==> config.mk <==
export PLATFORM = sky130hd
export DESIGN_NAME = dds_sweep_ctrl
export DESIGN_NICKNAME = d
export VERILOG_FILES = /design/src/rtl/dds_sweep_ctrl.sv
export SDC_FILE = /design/constraint.sdc
export NUM_CORES = 1
export LEC_CHECK = 0
export BUFFER_PORTS_ARGS = -buffer_cell sky130_fd_sc_hd__buf_2
export CAP_MARGIN = 10
export CORE_ASPECT_RATIO = 1.75
export CORE_MARGIN = 2
export CORE_UTILIZATION = 35
export DETAILED_ROUTE_END_ITERATION = 8
export GPL_TIMING_DRIVEN = 0
export PLACE_DENSITY_LB_ADDON = 0.08
export SYNTH_ARGS = -nofsm -noshare
export SYNTH_HDL_FRONTEND = slang
export SYNTH_SLANG_ARGS = --single-unit
==> constraint.sdc <==
create_clock -name clk -period 13.6 [get_ports clk]
set_input_delay 1.36 -clock clk [delete_from_list [all_inputs] [get_ports clk]]
set_output_delay 1.36 -clock clk [all_outputs]
set_load 0.005 [all_outputs]
==> src/rtl/dds_sweep_ctrl.sv <==
// Frequency-sweep scheduler feeding the sine_dds frequency control word.
// Steps fcw from start toward stop, holding each value for a dwell period.
module dds_sweep_ctrl #(
    parameter int FCW_W   = 24,
    parameter int DWELL_W = 16
) (
    input  logic               clk,
    input  logic               reset,
    input  logic               start,
    input  logic               abort,
    input  logic [1:0]         mode,
    input  logic [FCW_W-1:0]   fcw_start,
    input  logic [FCW_W-1:0]   fcw_stop,
    input  logic [FCW_W-1:0]   fcw_step,
    input  logic [DWELL_W-1:0] dwell,
    output logic [FCW_W-1:0]   fcw,
    output logic               busy,
    output logic               done,
    output logic               step_tick
);

    typedef enum logic {
        IDLE,
        RUN
    } state_e;

    state_e             state_q, state_d;
    logic [FCW_W-1:0]   fcw_q, fcw_d;
    logic               busy_q, busy_d;
    logic               done_q, done_d;
    logic               tick_q, tick_d;
    logic [1:0]         mode_q, mode_d;
    logic [FCW_W-1:0]   start_q, start_d;
    logic [FCW_W-1:0]   stop_q, stop_d;
    logic [FCW_W-1:0]   step_q, step_d;
    logic [FCW_W-1:0]   tgt_q, tgt_d;
    logic               tgt_is_stop_q, tgt_is_stop_d;
    logic               up_q, up_d;
    logic [DWELL_W-1:0] dwm1_q, dwm1_d;
    logic [DWELL_W-1:0] cnt_q, cnt_d;
    logic [FCW_W-1:0]   pp_tgt;

    // Saturating step toward tgt: any overshoot or wrap lands exactly on tgt.
    function automatic logic [FCW_W-1:0] step_to(
        input logic [FCW_W-1:0] cur,
        input logic [FCW_W-1:0] tgt,
        input logic [FCW_W-1:0] stp,
        input logic             up
    );
        logic [FCW_W:0]   sum;
        logic [FCW_W:0]   dif;
        logic [FCW_W-1:0] r;
        sum = {1'b0, cur} + {1'b0, stp};
        dif = {1'b0, cur} - {1'b0, stp};
        if (stp == '0) begin
            r = tgt;
        end else if (up) begin
            r = (sum[FCW_W] || sum[FCW_W-1:0] >= tgt) ? tgt : sum[FCW_W-1:0];
        end else begin
            r = (dif[FCW_W] || dif[FCW_W-1:0] <= tgt) ? tgt : dif[FCW_W-1:0];
        end
        return r;
    endfunction

    assign pp_tgt = tgt_is_stop_q ? start_q : stop_q;

    always_comb begin
        state_d       = state_q;
        fcw_d         = fcw_q;
        busy_d        = busy_q;
        done_d        = 1'b0;
        tick_d        = 1'b0;
        mode_d        = mode_q;
        start_d       = start_q;
        stop_d        = stop_q;
        step_d        = step_q;
        tgt_d         = tgt_q;
        tgt_is_stop_d = tgt_is_stop_q;
        up_d          = up_q;
        dwm1_d        = dwm1_q;
        cnt_d         = cnt_q;
        if (abort) begin
            state_d = IDLE;
            fcw_d   = '0;
            busy_d  = 1'b0;
            cnt_d   = '0;
        end else begin
            unique case (state_q)
                IDLE: begin
                    if (start) begin
                        state_d       = RUN;
                        mode_d        = (mode == 2'b11) ? 2'b00 : mode;
                        start_d       = fcw_start;
                        stop_d        = fcw_stop;
                        step_d        = fcw_step;
                        tgt_d         = fcw_stop;
                        tgt_is_stop_d = 1'b1;
                        up_d          = (fcw_start <= fcw_stop);
                        dwm1_d        = (dwell == '0) ? '0 : dwell - DWELL_W'(1);
                        cnt_d         = (dwell == '0) ? '0 : dwell - DWELL_W'(1);
                        fcw_d         = fcw_start;
                        busy_d        = 1'b1;
                        tick_d        = 1'b1;
                    end
                end
                RUN: begin
                    if (cnt_q != '0) begin
                        cnt_d = cnt_q - DWELL_W'(1);
                    end else begin
                        cnt_d  = dwm1_q;
                        tick_d = 1'b1;
                        if (fcw_q != tgt_q) begin
                            fcw_d = step_to(fcw_q, tgt_q, step_q, up_q);
                        end else begin
                            unique case (mode_q)
                                2'b01: fcw_d = start_q;
                                2'b10: begin
                                    // Turn around immediately so endpoints are not repeated.
                                    tgt_d         = pp_tgt;
                                    tgt_is_stop_d = ~tgt_is_stop_q;
                                    up_d          = ~up_q;
                                    fcw_d         = step_to(fcw_q, pp_tgt, step_q, ~up_q);
                                end
                                default: begin
                                    state_d = IDLE;
                                    busy_d  = 1'b0;
                                    done_d  = 1'b1;
                                    tick_d  = 1'b0;
                                end
                            endcase
                        end
                    end
                end
                default: state_d = IDLE;
            endcase
        end
    end

    always_ff @(posedge clk or negedge reset) begin
        if (!reset) begin
            state_q       <= IDLE;
            fcw_q         <= '0;
            busy_q        <= 1'b0;
            done_q        <= 1'b0;
            tick_q        <= 1'b0;
            mode_q        <= '0;
            start_q       <= '0;
            stop_q        <= '0;
            step_q        <= '0;
            tgt_q         <= '0;
            tgt_is_stop_q <= 1'b0;
            up_q          <= 1'b0;
            dwm1_q        <= '0;
            cnt_q         <= '0;
        end else begin
            state_q       <= state_d;
            fcw_q         <= fcw_d;
            busy_q        <= busy_d;
            done_q        <= done_d;
            tick_q        <= tick_d;
            mode_q        <= mode_d;
            start_q       <= start_d;
            stop_q        <= stop_d;
            step_q        <= step_d;
            tgt_q         <= tgt_d;
            tgt_is_stop_q <= tgt_is_stop_d;
            up_q          <= up_d;
            dwm1_q        <= dwm1_d;
            cnt_q         <= cnt_d;
        end
    end

    assign fcw       = fcw_q;
    assign busy      = busy_q;
    assign done      = done_q;
    assign step_tick = tick_q;

endmodule

# Word-level counts from Yosys, hierarchy flattened
# Cells that the tools add are included.
# word_totals
in_bits	94
output_inout_bits	27
elab_cells	107
ff_bits	160
# classes
eq_ne	13
muxes	55
reduce_logical	12
bitwise	4
add_sub_neg	4
magnitude_cmp	5
# ops
operator	n
$mux W24	17
$pmux W24 S2	3
$le A24 B24 Y1	3
$mux W16	4
$ge A24 B24 Y1	2
$pmux W16 S2	1
$sub A16 B1 Y16 const B	2
$add A24 B24 Y25	1
$sub A24 B24 Y25	1
$logic_not A24 Y1	1
$mux W1	24
$ne A24 B24 Y1	1
$logic_not A16 Y1	1
$reduce_bool A16 Y1	1
$ne A3 B3 Y1 const B	4
$pmux W1 S2	5
$ne A2 B2 Y1 const B	3
$reduce_and A3 Y1	2
$ne A5 B2 Y1 const B	1
$reduce_and A5 Y1	1
$eq A2 B2 Y1 const B	2
$logic_or A1 B1 Y1	4
$not A1 Y1	4
$reduce_and A4 Y1	1
4 further kinds	4

# Logic depth before layout (Yosys ltp)
# logic_depth
depth_word	11
ltp_mapped	25
ltp_nobuf	23

# Worst setup path after synthesis
# No wires, ideal clock.
# synth_path
kind	reg-to-reg
startpoint	reg fcw_q[0], in the netlist fcw[0]
endpoint	reg fcw_q[21], in the netlist fcw[21]
t_required_ns	13.533
setup_slack_ns	8.528
synth_period_minus_slack_ns	5.072
setup_time_ns	0.067
arrival_ns	5.005
n_path_buf	0
path_stages_with_launch	22
cell_sequence	dfrtp_1 inv_1 ha_1 inv_1 fa_1 a211oi_1 o21a_1 a211oi_1 o21ai_0 o31ai_1 a41oi_1 xnor2_1 ha_1 nand4_1 or4_1 a311o_1 o211a_1 a211o_1 nand2b_4 a2111o_1 o211ai_2 o221a_1
# synth_between
elab_chain_cells	11
word_cells_on_any_way	26
classes_between	2 x add/sub; 4 x order compare; 2 x eq/ne; 13 x mux; 5 x reduce/logical
# synth_lines
item	line_no	text
start: declaration	28	logic [FCW_W-1:0] fcw_q, fcw_d;
start signal: assignment	157	fcw_q <= fcw_d;
$add A24 B24 Y25 / $sub A24 B24 Y25 (equally long branches)	53, 54	
$ge A24 B24 Y1 / $le A24 B24 Y1 (equally long branches)	58, 60	
$logic_or A1 B1 Y1 (on tied branches)	58, 60	
$mux W24 (on tied branches)	58, 60	
$mux W24	57	end else if (up) begin
$mux W24	55	if (stp == '0) begin
$pmux W24 S2	115	unique case (mode_q)
$mux W24	112	if (fcw_q != tgt_q) begin
$mux W24	107	if (cnt_q != '0) begin
$pmux W24 S2	88	unique case (state_q)
$mux W24	82	if (abort) begin
# Parallel ways exist; a longest one is shown, timed or not. The select of a mux whose other input is x is not followed.
# A chain may end at the register's enable or synchronous reset.

# Worst setup path in the final report
# layout_path
startpoint	reg step_q[0]
endpoint	reg fcw_q[1], in the netlist fcw[1]
# layout_between
elab_chain_cells	11
word_cells_on_any_way	24
classes_between	2 x add/sub; 4 x order compare; 13 x mux; 5 x reduce/logical
# layout_lines
item	line_no	text
start: declaration	35	logic [FCW_W-1:0] step_q, step_d;
start signal: assignment	164	step_q <= step_d;
$add A24 B24 Y25 / $sub A24 B24 Y25 (equally long branches)	53, 54	
$ge A24 B24 Y1 / $le A24 B24 Y1 (equally long branches)	58, 60	
$logic_or A1 B1 Y1 (on tied branches)	58, 60	
$mux W24 (on tied branches)	58, 60	
$mux W24	57	
$mux W24	55	
$pmux W24 S2	115	
$mux W24 (*)	112	
$mux W24 (*)	107	
$pmux W24 S2 (*)	88	
$mux W24 (*)	82	
# Every way passes the cells marked *; elsewhere a longest branch is shown, timed or not. The select of a mux whose other input is x is not followed.

==> flow_summary.yaml <==
outcome:
  status: "finished, final reports clean"
worst_setup_path:
  critPathKind: "reg -> reg"
  r2r-start: "step_q[0]"
  critical_path_arrival_ns: 7.84
  cp_max_fo: 10
  r2r_end: "fcw[1]"
  endpoint_kind: "flip-flop"
  rrSetupSlack_ns: 6.10
  crit_required_ns: 13.95
  start_kind: "flip-flop"
  r2r_cells: 20
yosys:
  synth_cell_types: 84
  synth_top_area_share: 0.268
  ys.flop_type: "dfrtp_1"
  netlist_top_cells_count: "nand2_1 (270), ha_1 (174), o21ai_0 (164)"
  synth_edf_count: 0
  ys_seq_elements: 160
  ys_seq_area_frac: 0.268
  syn-instance-count: 1921
  synth_area_leaders: "dfrtp_1 (27%), ha_1 (15%), nand2_1 (6.8%)"
  syn-num-nets: 2191
  synthMostInstantiatedCell: "nand2_1"
  synthArstFlopShare: 1.00
  synth_area_mm2: 0.0149
  synth_top_cell_by_area: "dfrtp_1"
  syn_avg_cell_area_um2: 7.78
  ys_warn_count: 0
global_route:
  grt_usage: 0.307
  grt_max_degree: 109
  antenna_found_initial: 0
  grt_busiest_layer: "met2"
  grt-ovfl-total: 0
  gr-usage-met3: 0.0269
  grt_use_met2: 0.577
  grt_pass1_vias: 16100
  met1_usage: 0.308
  grt_pass1_wl_mm: 100
sta:
  rsz0062_at_grt: "no"
  holdWs_ns: 0.488
  min_period_ns: 7.50
  post-route-period-util: 0.551
  timing.fmax_ghz: 0.133
  hold_violations: 0
  clock_skew_ns: 0.0198
  worstMarginPinSlew_ns: 1.05
  finalSetupTns_ns: 0
  setup_viol: 0
  drv_slew: 0
  slew-limit-headroom: 0.296
drt:
  drt_iter0_drc: 898
  dr_total_vias: 15300
  ant_nets: 0
  detail_route.wirelength_mm: 68.4
  drc: 0
  dr.pass1.iters: 7
  vias_per_cell: 5.80
  wl_per_cell_um: 26.0
clocking:
  cts_tree: "built"
  cts_buffers: 17
  cts.clk_slew.worst_paths_ns: 0.08
  cts_resized: 0
  post-cts-setup-buffers: 0
  clk_path_buf_depth: 2
  cts_sinks: 160
  root_buffer: "clkbuf_16"
  clkLatencyLatePin_ns: 0.47
  cts_hold_buf: 0
  htree_levels: 4
final_layout:
  instances_no_fill: 2634
  drive_above_1_share: 0.0970
  post-route-util: 0.399
  final_area_mm2: 0.0169
  diodes: 0
  area_growth_pct: 12.8
  nNetsFinal: 2330
min_path:
  whs_endpoint: "stop_q[16]"
  hold_path_class: "reg -> reg"
  hold_depth: 2
  hold_start: "stop_q[16]"
floorplanning:
  die_area_mm2: 0.0444
  die_w_um: 160
  core_mm2: 0.0423
  start_util: 0.353
  rows: 100
  io_pins: 121
  die_h_um: 277
power:
  p_leak_nw: 7.93
  power_density_mw_per_mm2: 161
  ir_drop_uv: 71.5
placement:
  gp_congestion: 0.984
  dpl-instance-area_mm2: 0.0163
  numPlacedInstances: 2602
  port_buffers: 118
  dp_hpwl_mm: 57.1
flow_run:
  drv_cap: 0
worst max-delay path, cell delays in order (launching register included):
cell	delay, ns
dfrtp_1	0.53
ha_1	0.28
inv_1	0.07
fa_1	0.22
a211oi_1	0.11
o21a_1	0.25
a211oi_1	0.55
o21ai_0	0.37
o31ai_1	0.69
a41oi_1	0.24
xnor2_1	0.44
ha_1	0.24
nand4_1	0.24
or4_1	0.75
nor3_1	0.64
a211o_1	0.36
buf_2	0.35
o22a_1	0.59
nand2_1	0.10
a21oi_1	0.21
o21ai_0	0.13
report_power, final:
| part | switching [mW] | internal (mW) | total [mW] |
|---|---|---|---|
| registers | 0.0897 | 0.551 | 0.641 |
| clock network | 0.257 | 0.245 | 0.502 |
| logic | 1.03 | 0.544 | 1.57 |
registers in the layout, indices dropped and copies added, names as in the netlist:
register       cells
fcw               24
start_q           24
step_q            24
stop_q            24
tgt_q             24
cnt_q             16
dwm1_q            16
mode_q             2
busy               1
done               1
state_q            1
step_tick          1
tgt_is_stop_q      1
up_q               1
routing by layer:
metal  up-vias  routed length [um]
met5         -                   0
met4         0                6060
met3       196                2240
met2       527               36200
met1      7386               23900
li1       7175                   -
cells by family after synthesis:
family | after synthesis | synth area share
AND/OR/NAND/NOR | 637 | 0.193
AO/OA/AOI/OAI | 594 | 0.254
buffers and inverters | 228 | 0.0601
adder cells (fa/ha/maj) | 176 | 0.148
flip-flops | 160 | 0.268
XOR/XNOR | 87 | 0.0510
multiplexers | 39 | 0.0265
per-stage QoR:
stage          setup WS [ns]  power, mW
6_report                6.10       2.72
5_1_grt                 5.93       2.90
4_1_cts                 6.23       2.71
3_5_place_dp            6.28       2.20
3_3_place_gp            6.26       2.18
2_1_floorplan           8.53       1.64
worst max-delay path by stage:
| stage | startpoint | to | cells after the start |
|---|---|---|---|
| final | step_q[0] | fcw[1] | 20 |
| after CTS | step_q[0] | fcw[1] | 20 |
| after floorplan | fcw[0] | fcw[21] | 21 |
| after global routing | step_q[0] | fcw[1] | 20 |
| after detailed placement | step_q[0] | fcw[1] | 20 |
| after global placement | step_q[0] | fcw[0] | 20 |
cell usage in the layout (no fill, tap or decap), types with 26 or more instances in the layout:
| cell | n |
|---|---|
| clkbuf_1 | 66 |
| xor2_1 | 26 |
| inv_1 | 127 |
| nand2_1 | 270 |
| nor3_1 | 36 |
| nand3_1 | 37 |
| o21ai_0 | 164 |
| ha_1 | 174 |
| dfrtp_1 | 160 |
| xnor2_1 | 61 |
| nor2_1 | 163 |
| mux2i_1 | 35 |
| a21oi_1 | 156 |
| nand4_1 | 29 |
| a21o_1 | 31 |
| buf_2 | 145 |
layout make-up:
class                      instances  area [um^2]
clock inverter                    14          144
clock buffer                      18          429
fill                            4602        25400
inverter                         129          484
sequential                       160         4000
multi-input combinational       1533        10000
timing repair buffer             120          636
buffer                            99          414
tap                              561          702
No activity file was read; power rests on OpenSTA's default activity.
